--- src/rtl/custom_down_counter.sv ---
// Loadable saturating down-counter with an IDLE/RUN/DONE sequence.
// It produces a one-cycle done pulse when the remaining count reaches zero.
module custom_down_counter #(
  parameter int WIDTH = 4
) (
  input  logic             clk,
  input  logic             rstn,
  input  logic             clear,
  input  logic             load,
  input  logic [WIDTH-1:0] load_value,
  input  logic [WIDTH-1:0] step,
  input  logic             en,
  output logic [WIDTH-1:0] count,
  output logic             at_zero,
  output logic             busy,
  output logic             done
);

  typedef enum logic [1:0] {
    IDLE = 2'd0,
    RUN  = 2'd1,
    DONE = 2'd2
  } state_t;

  state_t           r_state, w_nxt_state;
  logic [WIDTH-1:0] r_count, w_nxt_count;
  logic [WIDTH-1:0] w_eff_step;

  assign w_eff_step = (step == '0) ? {{(WIDTH-1){1'b0}}, 1'b1} : step;

  always_ff @(posedge clk) begin
    if (!rstn) begin
      r_state <= IDLE;
      r_count <= '0;
    end else begin
      r_state <= w_nxt_state;
      r_count <= w_nxt_count;
    end
  end

  // Priority is clear > load > en. A load restarts the countdown from any state.
  always_comb begin
    w_nxt_state = r_state;
    w_nxt_count = r_count;
    if (clear) begin
      w_nxt_state = IDLE;
      w_nxt_count = '0;
    end else if (load) begin
      w_nxt_count = load_value;
      w_nxt_state = (load_value != '0) ? RUN : DONE;
    end else begin
      case (r_state)
        IDLE: ;
        RUN: begin
          if (en) begin
            if (r_count > w_eff_step) begin
              w_nxt_count = r_count - w_eff_step;
            end else begin
              w_nxt_count = '0;
              w_nxt_state = DONE;
            end
          end
        end
        DONE:    w_nxt_state = IDLE;
        default: w_nxt_state = IDLE;
      endcase
    end
  end

  assign count   = r_count;
  assign at_zero = (r_count == '0);
  assign busy    = (r_state == RUN);
  assign done    = (r_state == DONE);

endmodule

--- config.mk ---
export PLATFORM = sky130hd
export DESIGN_NAME = custom_down_counter
export DESIGN_NICKNAME = d
export VERILOG_FILES = /design/src/rtl/custom_down_counter.sv
export SDC_FILE = /design/constraint.sdc
export NUM_CORES = 1
export LEC_CHECK = 0
export ABC_AREA = 1
export BUFFER_PORTS_ARGS = -buffer_cell sky130_fd_sc_hd__buf_2
export CORE_AREA = 4 4 41 43
export CTS_CLUSTER_SIZE = 28
export DETAILED_ROUTE_END_ITERATION = 10
export DIE_AREA = 0 0 45 47
export PLACE_DENSITY = 0.69
export SYNTH_ARGS = -nofsm -noshare
export SYNTH_HDL_FRONTEND = slang
export SYNTH_SLANG_ARGS = --single-unit
--- constraint.sdc ---
create_clock -name clk -period 2.6 [get_ports clk]
set_input_delay 0 -clock clk [delete_from_list [all_inputs] [get_ports clk]]
set_output_delay 0 -clock clk [all_outputs]
set_load 0.01 [all_outputs]
==> results of run 1 <==
[cell usage after synthesis]
cell,instances
nand2_1,14
inv_1,11
nor2_1,10
a21oi_1,6
dfxtp_1,6
ha_1,4
o21ai_1,4
nand2_4,3
nand3_1,2
nand3_2,2
nand3b_1,2
nor2_2,2
a21oi_2,1
a31o_2,1
a31oi_2,1
clkinv_4,1
fa_1,1
inv_2,1
inv_4,1
nand2_2,1
nand4_1,1
nor4_1,1
o21ai_2,1
o31ai_1,1
xnor2_1,1
[power breakdown]
part	internal, mW	switching, mW
clock network	0.0523	0.0343
registers	0.0961	0.00410
logic	0.0372	0.0508
[cell families (layout without fill, tap and decap cells)]
kind of cell             count (synthesis)  count (layout)  synth area share (%)
adder cells (fa/ha/maj)                  5               5                 12.61
XOR/XNOR                                 1               1                 1.577
AND/OR/NAND/NOR                         38              38                 36.04
AO/OA/AOI/OAI                           15              15                 17.34
buffers and inverters                   14              36                 10.81
flip-flops                               6               6                 21.62
[sequential cells by signal (all words and copies together), names as in the netlist]
signal   cells
r_state      2
count        4
[cell usage in the layout (no fill, tap or decap), types with 2 or more instances in the layout]
cell      count
inv_1        11
nand2_4       3
buf_2        19
nor2_2        2
dfxtp_1       6
a21oi_1       6
nor2_1       10
clkbuf_4      3
nand2_1      14
nand3b_1      2
o21ai_1       4
nand3_2       2
nand3_1       2
ha_1          4
[per-stage QoR]
step           power (mW)  cell area [um2]
2_1_floorplan      0.1629            555.5
3_3_place_gp       0.1891            669.4
3_5_place_dp       0.1899            669.4
4_1_cts            0.2757            691.9
5_1_grt            0.2934            691.9
6_report           0.2747            691.9
[layer usage]
metal / share of wire, % / wire [um]
met2: 46 / 568
met1: 45 / 547
met5: 0 / 0
met4: 1.3 / 16
met3: 7.7 / 94
[area by class of cell]
type / count / area share [%]
tap: 15 / 2.712
inverter: 14 / 8.680
multi-input combinational: 59 / 54.25
sequential: 6 / 17.36
timing repair buffer: 19 / 13.74
clock buffer: 3 / 3.255
[critical path, delay by kind of cell (launching register included)]
| family | cells | cell delay (ns) |
|---|---|---|
| AND/OR/NAND/NOR | 7 | 0.47 |
| buffers and inverters | 2 | 0.14 |
| flip-flops | 1 | 0.37 |
| adder cells (fa/ha/maj) | 2 | 0.62 |
[worst paths after layout]
check                     to  slack (ns)  depth (start not counted)
setup reg to reg  r_state[1]        0.90                         11
hold / removal      count[1]        0.06                          3
hold reg to reg     count[2]        0.53                          2
setup / recovery  r_state[1]        0.90                         11
==> results.py, run 1 <==
metrics = {
    "synth": {
        "synthTopCellsByArea": "dfxtp_1, nand2_1, ha_1",
        "netlist_area_um2": 555.5,
        "ys_seq_elements": 6,
        "netlist.area_leader.share_pct": 21.62,
        "synth_nets": 97,
        "syn_inst": 79,
        "yosys_warnings": 0,
        "syn_area_per_cell_um2": 7.032,
        "synth.largest_area_cell": "dfxtp_1",
        "yosysSeqAreaShare_pct": 21.62,
        "synth_cell_types": 25,
    },
    "pwr": {
        "irDropWorstVdd_mv": 0.1982,
        "leakage_nw": 0.3642,
        "power.density_nw_per_um2": 397.1,
    },
    "timing": {
        "hold_viol": 0,
        "layout_setup_ws_ns": 0.8984,
        "whs_ns": 0.06080,
        "timing.fmax_ghz": 0.5877,
        "rsz0062_at_grt": "no",
        "max_slew.worst_pin.slew_ns": 0.4529,
        "finalMaxSlewViolations": 0,
        "fin_skew_ns": 0.002939,
        "finalSetupTns_ns": 0,
        "setup_viol": 0,
        "relSlewSlack_pct": 69.69,
        "fin_crit_sh_pct": 65.44,
        "post-route-min-period_ns": 1.702,
    },
    "detailed_routing": {
        "num_vias": 582,
        "avgRoutedWirePerCell_um": 10.57,
        "drtAntennaViolNets": 0,
        "drtIter0Drc": 10,
        "totalWireLength_um": 1226,
        "viasPerCell": 5.017,
        "drc": 0,
        "drt_first_pass_iters": 4,
    },
    "floorplan": {
        "row_count": 13,
        "dieArea_um2": 2115,
        "pin_count": 20,
        "dieWidth_um": 45,
        "floorplan.die.height_um": 47,
        "core_area_um2": 1301,
        "start_util_pct": 42.69,
    },
    "clocking": {
        "cts_max_path_buffers": 2,
        "cts_inserted_buffers": 3,
        "htree_num_levels": 1,
        "cts_setup_buffers": 0,
        "clock_latency_ns": 0.24,
        "cts_resized": 0,
        "cts.sinks": 6,
        "cts_tree": "done",
        "root_buffer": "clkbuf_4",
        "path_clk_slew_ns": 0.05,
        "cts_hold_buf": 0,
    },
    "worst_hold_path": {
        "hold_path.class": "primary input to flip-flop",
        "hold_start": "load_value[1]",
    },
    "global_route": {
        "track_usage_pct": 12.75,
        "met1_usage_pct": 15.79,
        "grt_antenna_before_repair": 0,
        "grt_pass1_vias": 508,
        "overflow": 0,
        "grt.busiest_layer": "met2",
        "grt_use_met2_pct": 21.75,
        "grt_pass1_wl_um": 2001,
        "grt_use_met3_pct": 2.299,
        "grt_start_max_net_pins": 10,
    },
    "worst_setup_path": {
        "crit_type": "flip-flop to flip-flop",
        "r2r_start": "count[0]",
        "critPathLaunch": "count[0]",
        "crit_chain": "inv_1, ha_1, fa_1, inv_1, nand3_2, nand2_2, nand2_1, nand2_1, nand3_2, nand2_1, nor2_2",
        "cp-end-kind": "flip-flop",
        "startpoint_type": "flip-flop",
        "cp.arrival_ns": 1.84,
        "crit_fanout": 4,
        "cp_slowest_cell": "fa_1",
        "required_ns": 2.74,
        "crit_top_cell": "nand2_1",
        "cp_slowest_stage_delay_ns": 0.40,
    },
    "placed_design": {
        "port_buffers": 19,
        "routabilityCongestion": 0.7463,
        "hpwl_um": 1036,
        "dp_cells": 113,
        "pre_cts_slack_ns": 0.8753,
    },
    "final_layout": {
        "register_area_um2": 120.1,
        "fin_cells": 116,
        "areaGrowthSynthToFinish_pct": 24.55,
        "drive_gt1_share_pct": 36.63,
        "fillCellCount": 139,
        "antenna_cells": 0,
        "final_core_util_pct": 53.17,
        "fin_nets": 121,
        "multiInputGateArea_um2": 375.4,
    },
    "outcome": {
        "status": "finished, final reports clean",
    },
    "job": {
        "cap_violations": 0,
    },
}
(Power assumes the default switching activity.)
==> run 2: changes to the inputs <==
Settings changed: ABC_AREA 1 to 0, PLACE_DENSITY 0.69 to 0.7.
Clock period 2.6 ns to 1.4 ns, I/O delays scaled along.
==> run 2 against run 1 <==
The run now ends with negative setup slack left. First-iteration DRC count is 10% lower. Combinational power is 130% higher. Clock power is 130% higher. Wire length is 26% higher. Setup slack worse by 1.3 ns. Non-clock buffer count is 15 higher. Synthesized cell count is 24% lower. Area after synthesis is 3.2% lower. Sequential power is 82% higher. Clock skew is 0.017 ns higher. Cell count is 3.4% lower. Critical endpoint is now count[3].
==> results.py, run 2 <==
metrics = {
    "synth": {
        "synth_fa_ha_area_share_pct": 13.02,
        "synth_xor_area_share_pct": 1.628,
        "synth_nets": 78,
        "syn_area_per_cell_um2": 8.967,
        "yosys_warnings": 0,
        "synth_edf_count": 0,
        "yosysSeqAreaShare_pct": 22.33,
        "synthTopCellsByCount": "inv_1, dfxtp_1, ha_1, nor2_1",
        "ys_dominant_reg_cell": "dfxtp_1",
        "synth-compound-area-share_pct": 29.53,
        "netlist.area_leader.share_pct": 22.33,
        "synth_cell_types": 31,
        "synth-simple-area-share_pct": 25.12,
        "yosysMostFrequentCell": "inv_1",
        "synthArstFlopShare_pct": 0,
        "synth.largest_area_cell": "dfxtp_1",
        "synth_top_family_by_area": "compound AO/OA/AOI/OAI gates",
        "muxShareOfSynthArea_pct": 0,
        "netlist_area_um2": 538.0,
        "ys_seq_elements": 6,
        "syn_inst": 60,
        "synthTopCellsByArea": "dfxtp_1, ha_1, inv_1",
    },
    "worst_setup_path": {
        "required_ns": 1.58,
        "crit_type": "flip-flop to flip-flop",
        "cp-end-kind": "flip-flop",
        "cp.arrival_ns": 2.02,
        "crit_fanout": 4,
        "rrSetupSlack_ns": -0.45,
        "startpoint_type": "flip-flop",
    },
    "pwr": {
        "p_clk_share_pct": 34.1,
        "pwr-share-comb_pct": 34.7,
        "irDropWorstVdd_mv": 0.4994,
        "power.density_nw_per_um2": 708.0,
        "leakage_nw": 0.4192,
        "swShare_pct": 32.19,
        "p_switching_mw": 0.1874,
        "pwr-share-seq_pct": 31.2,
        "intPower_mw": 0.3947,
    },
    "timing": {
        "rsz0062_at_grt": "yes",
        "finalMaxSlewViolations": 0,
        "timing.fmax_ghz": 0.5418,
        "relSlewSlack_pct": 76.38,
        "layout_setup_ws_ns": -0.4457,
        "post-route-min-period_ns": 1.846,
        "max_slew.worst_pin.slew_ns": 0.3543,
        "fin_crit_sh_pct": 131.8,
        "setup_viol": 6,
        "fin_skew_ns": 0.01957,
        "finalSetupTns_ns": -2.061,
        "hold_viol": 0,
    },
    "clocking": {
        "cts_max_path_buffers": 2,
        "clock_latency_ns": 0.27,
        "htree_num_levels": 1,
        "cts.sinks": 6,
        "cts_inserted_buffers": 3,
        "path_clk_slew_ns": 0.07,
        "cts_tree": "done",
        "root_buffer": "clkbuf_4",
    },
    "detailed_routing": {
        "drc": 0,
        "avgRoutedWirePerCell_um": 13.83,
        "num_vias": 587,
        "drtAntennaViolNets": 0,
        "drtIter0Drc": 9,
        "totalWireLength_um": 1549,
        "viasPerCell": 5.241,
        "drt_first_pass_iters": 4,
    },
    "global_route": {
        "grt_pass1_wl_um": 2580,
        "overflow": 0,
        "track_usage_pct": 17.42,
        "grt_pass1_vias": 602,
        "grt_antenna_before_repair": 0,
        "grt_start_max_net_pins": 11,
    },
    "floorplan": {
        "start_util_pct": 41.35,
        "dieArea_um2": 2115,
        "floorplan.die.height_um": 47,
        "pin_count": 20,
        "row_count": 13,
        "dieWidth_um": 45,
        "core_area_um2": 1301,
    },
    "placed_design": {
        "pre_cts_slack_ns": -0.4790,
        "routabilityCongestion": 0.7843,
        "placed_area_um2": 757.0,
        "port_buffers": 19,
        "hpwl_um": 1207,
    },
    "job": {
        "cap_violations": 0,
    },
    "final_layout": {
        "mostFrequentLayoutCells": "buf_2, buf_4, inv_1",
        "antenna_cells": 0,
        "stdcell_area_um2": 822.0,
        "mostFrequentLayoutCell": "buf_2",
        "areaGrowthSynthToFinish_pct": 52.79,
        "largest_register_ffs": 4,
        "drive_gt1_share_pct": 55.67,
        "fin_nets": 116,
    },
    "worst_hold_path": {
        "hold_path.class": "primary input to flip-flop",
    },
    "outcome": {
        "violations": "negative setup slack",
        "status": "finished with violations",
    },
}
## run 2: routing by layer
metal | vias up | share of wire (%) | track usage (%)
li1 | 296 | - | -
met5 | - | 0 | 0
met4 | 0 | 1.4 | 8.772
met1 | 269 | 41 | 21.28
met2 | 20 | 52 | 29.10
met3 | 2 | 5.9 | 3.448
## run 2: stage by stage
stage                     util (%)  hold WS, ns  total power [mW]  cells
after floorplan                  -       0.1501            0.2922     60
after CTS                    62.50      0.04650            0.5813    112
final                        63.17      0.04702            0.5820    112
after global placement       58.17       0.2917            0.3650    106
after global routing         63.17      0.04760            0.6206    112
after detailed placement     58.17       0.2892            0.3684    106
## run 2: repair_timing
item	4_1_cts	5_1_grt
pin swaps	1	4
hold buffers	1	0
endpoints found under the setup margin	6	6
gates resized for setup	3	2
endpoints found under the hold margin	1	0
setup buffers	1	1
## run 2: worst max-delay path, cell delays in order (launching register included)
cell and delay (ns):
dfxtp_4 0.35, inv_2 0.04, ha_4 0.16, fa_2 0.38, and2b_2 0.23, o221ai_2 0.12, o31a_1 0.30, a2111oi_4 0.18
## run 2: path summary, 6_finish.rpt
check                 from    endpoint  cells after the start
max               count[0]    count[3]                      7
max reg2reg       count[0]    count[3]                      7
min reg2reg     r_state[0]  r_state[0]                      2
min          load_value[3]    count[3]                      3
## run 2: final cells by class
| type | instances | area [um2] |
|---|---|---|
| Fill cell | 117 | 479.2 |
| Multi-Input combinational cell | 44 | 405.4 |
| Timing Repair Buffer | 34 | 214.0 |
| Sequential cell | 6 | 123.9 |
| Inverter | 9 | 33.78 |
| Clock buffer | 4 | 26.28 |
| Tap cell | 15 | 18.77 |
## run 2: cells by family (layout without fill, tap and decap cells)
| logic type | count (synthesis) | count (layout) |
|---|---|---|
| AO/OA/AOI/OAI | 17 | 17 |
| AND/OR/NAND/NOR | 21 | 21 |
| XOR/XNOR | 1 | 1 |
| adder cells (fa/ha/maj) | 5 | 5 |
| flip-flops | 6 | 6 |
| buffers and inverters | 10 | 47 |
## run 2: power by group through the flow
stage          logic [mW]  clock network, mW  registers, mW
2_1_floorplan       0.103                  0          0.189
3_3_place_gp        0.180                  0          0.185
3_5_place_dp        0.183                  0          0.185
4_1_cts             0.197              0.203          0.181
5_1_grt             0.225              0.213          0.182
6_report            0.202              0.198          0.182
